--- src/rtl/stickman_sprite.sv ---
`default_nettype none
// ============================================================================
//  Module   : stickman_sprite
//  Purpose  : Runner sprite object. Keeps the runner's top Y using
//             velocity/gravity jump physics (edge-triggered take-off, short
//             hop on early Space release), steps a multi-frame run animation,
//             and produces the per-pixel hit flag from an external
//             synchronous sprite ROM with integer (power-of-two) scaling.
//  Ports    : Clk, Reset (sync, active-low)
//             frame_clk   - ~60 Hz frame clock, resynchronised here
//             keycode     - last key, 8'h2C = Space
//             freeze      - hold all motion and animation
//             DrawX/DrawY - current pixel being drawn
//             rom_addr    - registered sprite ROM address
//             rom_data    - ROM row for the previous cycle's rom_addr
//             is_stickman - pixel hit, one cycle after DrawX/DrawY
//             Stick_Y     - current top Y
//             airborne    - rising or falling
//             anim_frame  - current ROM frame index
//  Revision : 1.0 - initial release
// ============================================================================
module stickman_sprite #(
  parameter int X_POS       = 200,
  parameter int Y_GROUND    = 334,
  parameter int Y_MIN       = 10,
  parameter int WIDTH       = 8,
  parameter int HEIGHT      = 16,
  parameter int SCALE_SHIFT = 0,
  parameter int JUMP_V      = 10,
  parameter int GRAVITY     = 1,
  parameter int V_MAX       = 12,
  parameter int HOP_V       = 2,
  parameter int N_FRAMES    = 4,
  parameter int ANIM_DIV    = 6,
  parameter int ADDR_W      = 7
) (
  input  logic              Clk,
  input  logic              Reset,
  input  logic              frame_clk,
  input  logic [7:0]        keycode,
  input  logic              freeze,
  input  logic [9:0]        DrawX,
  input  logic [9:0]        DrawY,
  output logic [ADDR_W-1:0] rom_addr,
  input  logic [WIDTH-1:0]  rom_data,
  output logic              is_stickman,
  output logic [9:0]        Stick_Y,
  output logic              airborne,
  output logic [2:0]        anim_frame
);

  localparam int c_cnt_w = (ANIM_DIV > 1) ? $clog2(ANIM_DIV) : 1;
  localparam int c_col_w = (WIDTH > 1) ? $clog2(WIDTH) : 1;

  localparam logic signed [10:0] c_y_ground = 11'(Y_GROUND);
  localparam logic signed [10:0] c_y_min    = 11'(Y_MIN);
  localparam logic signed [10:0] c_x_pos    = 11'(X_POS);
  localparam logic signed [10:0] c_w_px     = 11'(WIDTH << SCALE_SHIFT);
  localparam logic signed [10:0] c_h_px     = 11'(HEIGHT << SCALE_SHIFT);
  localparam logic signed [7:0]  c_jump_v   = 8'(JUMP_V);
  localparam logic signed [7:0]  c_gravity  = 8'(GRAVITY);
  localparam logic signed [7:0]  c_v_max    = 8'(V_MAX);
  localparam logic signed [7:0]  c_hop_v    = 8'(HOP_V);

  typedef enum logic [1:0] {
    S_GROUND = 2'd0,
    S_RISE   = 2'd1,
    S_FALL   = 2'd2
  } state_t;

  // ---------------------------------------------------------------- tick
  logic [1:0] sync_q;
  logic       w_tick, w_step, w_space, w_jump_req;
  logic       space_prev_q;

  // sync_q[0] is the resynchronised frame clock, sync_q[1] its previous value
  assign w_tick     = sync_q[0] & ~sync_q[1];
  assign w_step     = w_tick & ~freeze;
  assign w_space    = (keycode == 8'h2C);
  assign w_jump_req = w_space & ~space_prev_q;

  // ------------------------------------------------------------- physics
  state_t              state_q, state_d;
  logic [9:0]          y_q, y_d;
  logic signed [7:0]   v_q, v_d;
  logic [2:0]          frame_q, frame_d;
  logic [c_cnt_w-1:0]  cnt_q, cnt_d;

  logic signed [7:0]   w_v_eff, w_v_sum, w_v_n;
  logic signed [10:0]  w_y_n;

  always_comb begin
    state_d = state_q;
    y_d     = y_q;
    v_d     = v_q;
    frame_d = frame_q;
    cnt_d   = cnt_q;

    // Early release while still climbing fast caps the upward speed
    w_v_eff = v_q;
    if (state_q == S_RISE && !w_space && v_q < -c_hop_v)
      w_v_eff = -c_hop_v;
    w_y_n   = $signed({1'b0, y_q}) + $signed({{3{w_v_eff[7]}}, w_v_eff});
    w_v_sum = w_v_eff + c_gravity;
    w_v_n   = (w_v_sum > c_v_max) ? c_v_max : w_v_sum;

    if (w_step) begin
      case (state_q)
        S_GROUND: begin
          if (w_jump_req) begin
            state_d = S_RISE;
            v_d     = -c_jump_v;
            frame_d = 3'(N_FRAMES);
            cnt_d   = '0;
          end else if (cnt_q == c_cnt_w'(ANIM_DIV - 1)) begin
            cnt_d   = '0;
            frame_d = (frame_q == 3'(N_FRAMES - 1)) ? 3'd0 : frame_q + 3'd1;
          end else begin
            cnt_d   = cnt_q + c_cnt_w'(1);
          end
        end
        S_RISE: begin
          if (w_y_n <= c_y_min) begin
            y_d     = 10'(c_y_min);
            v_d     = 8'sd0;
            state_d = S_FALL;
          end else begin
            y_d = w_y_n[9:0];
            v_d = w_v_n;
            if (w_v_n >= 8'sd0)
              state_d = S_FALL;
          end
        end
        S_FALL: begin
          if (w_y_n >= c_y_ground) begin
            y_d     = 10'(c_y_ground);
            v_d     = 8'sd0;
            state_d = S_GROUND;
            frame_d = 3'd0;
            cnt_d   = '0;
          end else begin
            y_d = w_y_n[9:0];
            v_d = w_v_n;
          end
        end
        default: begin
          state_d = S_GROUND;
          y_d     = 10'(c_y_ground);
          v_d     = 8'sd0;
        end
      endcase
    end
  end

  // ----------------------------------------------------------- pixel path
  logic signed [10:0]  w_dx, w_dy;
  logic [10:0]         w_row;
  logic                w_inside;
  logic [ADDR_W-1:0]   addr_d;
  logic [c_col_w-1:0]  col_d;
  logic [ADDR_W-1:0]   addr_q;
  logic                inside_q;
  logic [c_col_w-1:0]  col_q;
  logic [c_col_w-1:0]  w_bit_sel;

  always_comb begin
    w_dx     = $signed({1'b0, DrawX}) - c_x_pos;
    w_dy     = $signed({1'b0, DrawY}) - $signed({1'b0, y_q});
    w_inside = (w_dx >= 11'sd0) && (w_dx < c_w_px) &&
               (w_dy >= 11'sd0) && (w_dy < c_h_px);
    w_row    = 11'(w_dy >>> SCALE_SHIFT);
    col_d    = c_col_w'(w_dx >>> SCALE_SHIFT);
    addr_d   = w_inside ? ADDR_W'(int'(frame_q) * HEIGHT + int'(w_row))
                        : '0;
  end

  // MSB of a ROM row is the leftmost pixel
  assign w_bit_sel = c_col_w'(WIDTH - 1) - col_q;

  // ------------------------------------------------------------ registers
  always_ff @(posedge Clk) begin
    if (!Reset) begin
      sync_q       <= 2'b00;
      space_prev_q <= 1'b0;
      state_q      <= S_GROUND;
      y_q          <= 10'(c_y_ground);
      v_q          <= 8'sd0;
      frame_q      <= 3'd0;
      cnt_q        <= '0;
      addr_q       <= '0;
      inside_q     <= 1'b0;
      col_q        <= '0;
    end else begin
      sync_q <= {sync_q[0], frame_clk};
      // Edge detector history follows Space even while frozen
      if (w_tick)
        space_prev_q <= w_space;
      state_q  <= state_d;
      y_q      <= y_d;
      v_q      <= v_d;
      frame_q  <= frame_d;
      cnt_q    <= cnt_d;
      addr_q   <= addr_d;
      inside_q <= w_inside;
      col_q    <= col_d;
    end
  end

  assign rom_addr    = addr_q;
  assign is_stickman = inside_q & rom_data[w_bit_sel];
  assign Stick_Y     = y_q;
  assign airborne    = (state_q != S_GROUND);
  assign anim_frame  = frame_q;

endmodule
`default_nettype wire

--- config.mk ---
export PLATFORM = sky130hd
export DESIGN_NAME = stickman_sprite
export DESIGN_NICKNAME = d
export VERILOG_FILES = /design/src/rtl/stickman_sprite.sv
export SDC_FILE = /design/constraint.sdc
export NUM_CORES = 1
export LEC_CHECK = 0
export BUFFER_PORTS_ARGS = -buffer_cell sky130_fd_sc_hd__buf_2
export CORE_MARGIN = 4
export CORE_UTILIZATION = 50
export CTS_CLUSTER_SIZE = 14
export DETAILED_ROUTE_END_ITERATION = 10
export PLACE_DENSITY_LB_ADDON = 0.1
export SLEW_MARGIN = 0
export SYNTH_ARGS = -nofsm -noshare
export SYNTH_HDL_FRONTEND = slang
export SYNTH_SLANG_ARGS = --single-unit
--- constraint.sdc ---
create_clock -name Clk -period 9.5 [get_ports Clk]
set_clock_uncertainty 0.15 [all_clocks]
set_input_delay 1.9 -clock Clk [delete_from_list [all_inputs] [get_ports Clk]]
set_output_delay 1.9 -clock Clk [all_outputs]
set_load 0.005 [all_outputs]
==> impl_metrics.toml <==
[outcome]
run_status = "finished, final reports clean"

[clock_network]
postCtsHoldBufs = 0
cts_resized = 0
clock_latency_ps = 300
htree_levels = 2
root_buffer = "clkbuf_8"
post_cts_buffers = 0
cts_sinks = 40
clk_pin_slew_worst_paths_ps = 90
cts_buffers = 5
clk_path_buf_depth = 2
cts_tree = "built"

[synthesis]
netlist_instances = 403
synth_top_flop_cell = "dfxtp_1"
synth_largest_area_cell = "dfxtp_1"
yosys-top-cells-count = "dfxtp_1 (40), nor2_1 (35), inv_1 (34)"
netlist.area_leader.share_pct = 24.5
synthArstFlopShare_pct = 0
synth_edf_count = 0
synth_seq_cells = 40
avgSynthCellArea_um2 = 8.10
synth_most_common_cell = "dfxtp_1"
synthesis.area_mm2 = 0.00326
synth.distinct_cells = 66
yosysSeqAreaShare_pct = 24.5
synth.area.top_cells = "dfxtp_1 (25%), ha_1 (12%), nor2_1 (4.0%), inv_1 (3.9%), o21ai_0 (3.7%)"
synth_nets = 476
ys_warn_count = 0

[run]
max-cap-violations = 0

[floorplan]
pin_count = 62
num_rows = 29
die_w_um = 88.8
die_height_um = 88.8
start_util_pct = 51.4
die_area_mm2 = 0.00788
core_area_mm2 = 0.00635

[route]
drc = 0
antenna_left = 0
drt_iter0_markers = 177
drt-total-wl_um = 8370
vias = 3163
drt-wirelength-per-cell_um = 15.5
first_pass_iters = 5
vias_per_cell = 5.87

[min_path]
min_delay_path_depth = 1
min_to = "sync_q[1]$_SDFF_PN0_"
hp-start = "sync_q[0]$_SDFF_PN0_"
hp-class = "reg2reg"

[grt]
grt_usage_pct = 22.5
antenna_found_initial = 0
grt_max_degree = 23
grt_pass1_wl_um = 14100
grt_pass1_vias = 3016
grt.overflow.total = 0

[setup_path]
worst-r2r-setup-slack_ps = 4840
crit_type = "in2reg"
cp-start-kind = "input port"
reg2reg_depth = 16
worstPathRequired_ps = 9540
r2r_start = "state_q[1]$_SDFFE_PN0P_"
crit_fanout = 12
r2r-end = "Stick_Y[9]$_SDFFE_PN0P_"
worstPathArrival_ps = 6300
end_kind = "flop"

[layout]
diodes = 0
instances_no_fill = 539
syn_to_final_growth_pct = 14.6
layout-drive-gt1-share_pct = 18.8
nets = 534

[power_and_ir_drop]
clkPwrFrac_pct = 43.0
sw_frac_of_total_pct = 23.0
p_leak_nw = 1.65
p_per_area_mw_per_mm2 = 93.7
switchingPower_mw = 0.0807
p_comb_share_pct = 8.6
peakVddDrop_uv = 98.4
power_frac_seq_pct = 48.5
internal-power_mw = 0.270

[timing]
max_freq_mhz = 160
maxSlewHeadroom_pct = 37.1
worstMarginPinSlew_ps = 936
whs_ps = 335
finalWorstSetupSlack_ps = 3240
finalCriticalPeriod_ps = 6260
fin_crit_sh_pct = 65.9
finalSetupTns_ps = 0
slew_violations = 0
setup_viol = 0
rsz0062_at_grt = "false"
hold_violations = 0

[place]
io_buffers = 61
dpl.hpwl_um = 6650
dp_slack_ps = 3010
gp_congestion = 0.886
place_inst = 531
[worst max-delay path by stage]
stage	from	to	slack, ps	cells past startpoint
after floorplan	keycode[7]	state_q[0]$_SDFFE_PN0P_	3410	16
after global placement	keycode[7]	v_q[4]$_SDFFE_PN0P_	3100	16
after detailed placement	keycode[7]	v_q[4]$_SDFFE_PN0P_	3010	16
after CTS	keycode[7]	Stick_Y[9]$_SDFFE_PN0P_	3290	16
after global routing	keycode[7]	v_q[4]$_SDFFE_PN0P_	3030	16
final	keycode[7]	Stick_Y[9]$_SDFFE_PN0P_	3240	16
[critical path, cell delays in order]
cell	delay, ps
buf_2	90
or4_1	570
o211a_1	370
nand2_1	190
and2_1	200
ha_1	210
inv_1	70
fa_1	390
nand2b_1	210
a21o_1	230
a211oi_1	340
a2111oi_0	160
o31a_1	330
a21oi_2	490
nor2_2	180
o32ai_1	340
[per-layer routing]
layer	share of wire [%]	wire length (um)	vias to the layer above	track usage, %
met1	45	3790	1473	30.0
met5	0	0	-	0
li1	-	-	1592	-
met3	5.4	455	14	4.38
met2	48	3990	84	37.0
met4	1.6	137	0	6.32
[cell usage in the layout (no fill, tap or decap), types with 2 or more instances in the layout]
| cell type | count |
|---|---|
| buf_2 | 61 |
| dfxtp_1 | 40 |
| nor2_1 | 35 |
| inv_1 | 34 |
| ha_1 | 30 |
| nand2_1 | 24 |
| o21ai_0 | 24 |
| a21oi_1 | 21 |
| nor3_1 | 15 |
| and2_1 | 13 |
| nand3_1 | 10 |
| a22oi_1 | 10 |
| nand2b_1 | 9 |
| a211oi_1 | 9 |
| o31ai_1 | 8 |
| a21o_1 | 8 |
| xor2_1 | 7 |
| xnor2_1 | 6 |
| mux2i_1 | 6 |
| o32ai_1 | 6 |
| clkbuf_8 | 6 |
| or2_2 | 5 |
| nor2b_1 | 5 |
| o22ai_1 | 5 |
| and3_1 | 4 |
| nand4_1 | 4 |
| o21bai_1 | 3 |
| o31a_1 | 3 |
| fa_1 | 3 |
| or4_1 | 2 |
| a21boi_0 | 2 |
| mux4_2 | 2 |
| nor4_1 | 2 |
| or3b_2 | 2 |
| a2111oi_0 | 2 |
| or3_1 | 2 |
| nand3b_1 | 2 |
| o311ai_0 | 2 |
[layout make-up]
| class | count | area (um^2) |
|---|---|---|
| clock buffer | 6 | 82.6 |
| timing repair buffer | 61 | 305 |
| inverter | 34 | 128 |
| sequential | 40 | 801 |
| tap | 77 | 96.3 |
| clock inverter | 2 | 38.8 |
| fill | 602 | 2610 |
| multi-input combinational | 319 | 2290 |
[stage by stage]
stage	area (um^2)	util, %	power, mW
2_1_floorplan	3260	-	0.192
3_3_place_gp	3620	57.0	0.203
3_5_place_dp	3620	57.0	0.204
4_1_cts	3740	58.9	0.353
5_1_grt	3740	58.9	0.364
6_report	3740	58.9	0.351
[power groups by stage]
stage | sequential [mW] | combinational (mW) | clock (mW)
after detailed placement | 0.174 | 0.0301 | 0
final | 0.170 | 0.0300 | 0.151
after global routing | 0.170 | 0.0342 | 0.160
after global placement | 0.174 | 0.0290 | 0
after floorplan | 0.174 | 0.0183 | 0
after CTS | 0.170 | 0.0303 | 0.152
[kinds of logic after synthesis]
| kind of cell | after synthesis | synth area share (%) |
|---|---|---|
| compound gates | 122 | 27.0 |
| xor+xnor | 13 | 3.49 |
| fa+ha+maj | 33 | 13.3 |
| buf+inv | 44 | 5.29 |
| flops | 40 | 24.5 |
| mux | 8 | 3.22 |
| simple gates | 143 | 23.1 |
[state kept, by name, indices dropped and copies added (netlist names)]
register,count
space_prev_q,1
state_q,2
v_q,8
inside_q,1
rom_addr,7
sync_q,2
cnt_q,3
anim_frame,3
Stick_Y,10
col_q,3
Power figures use the tool's default switching activity.
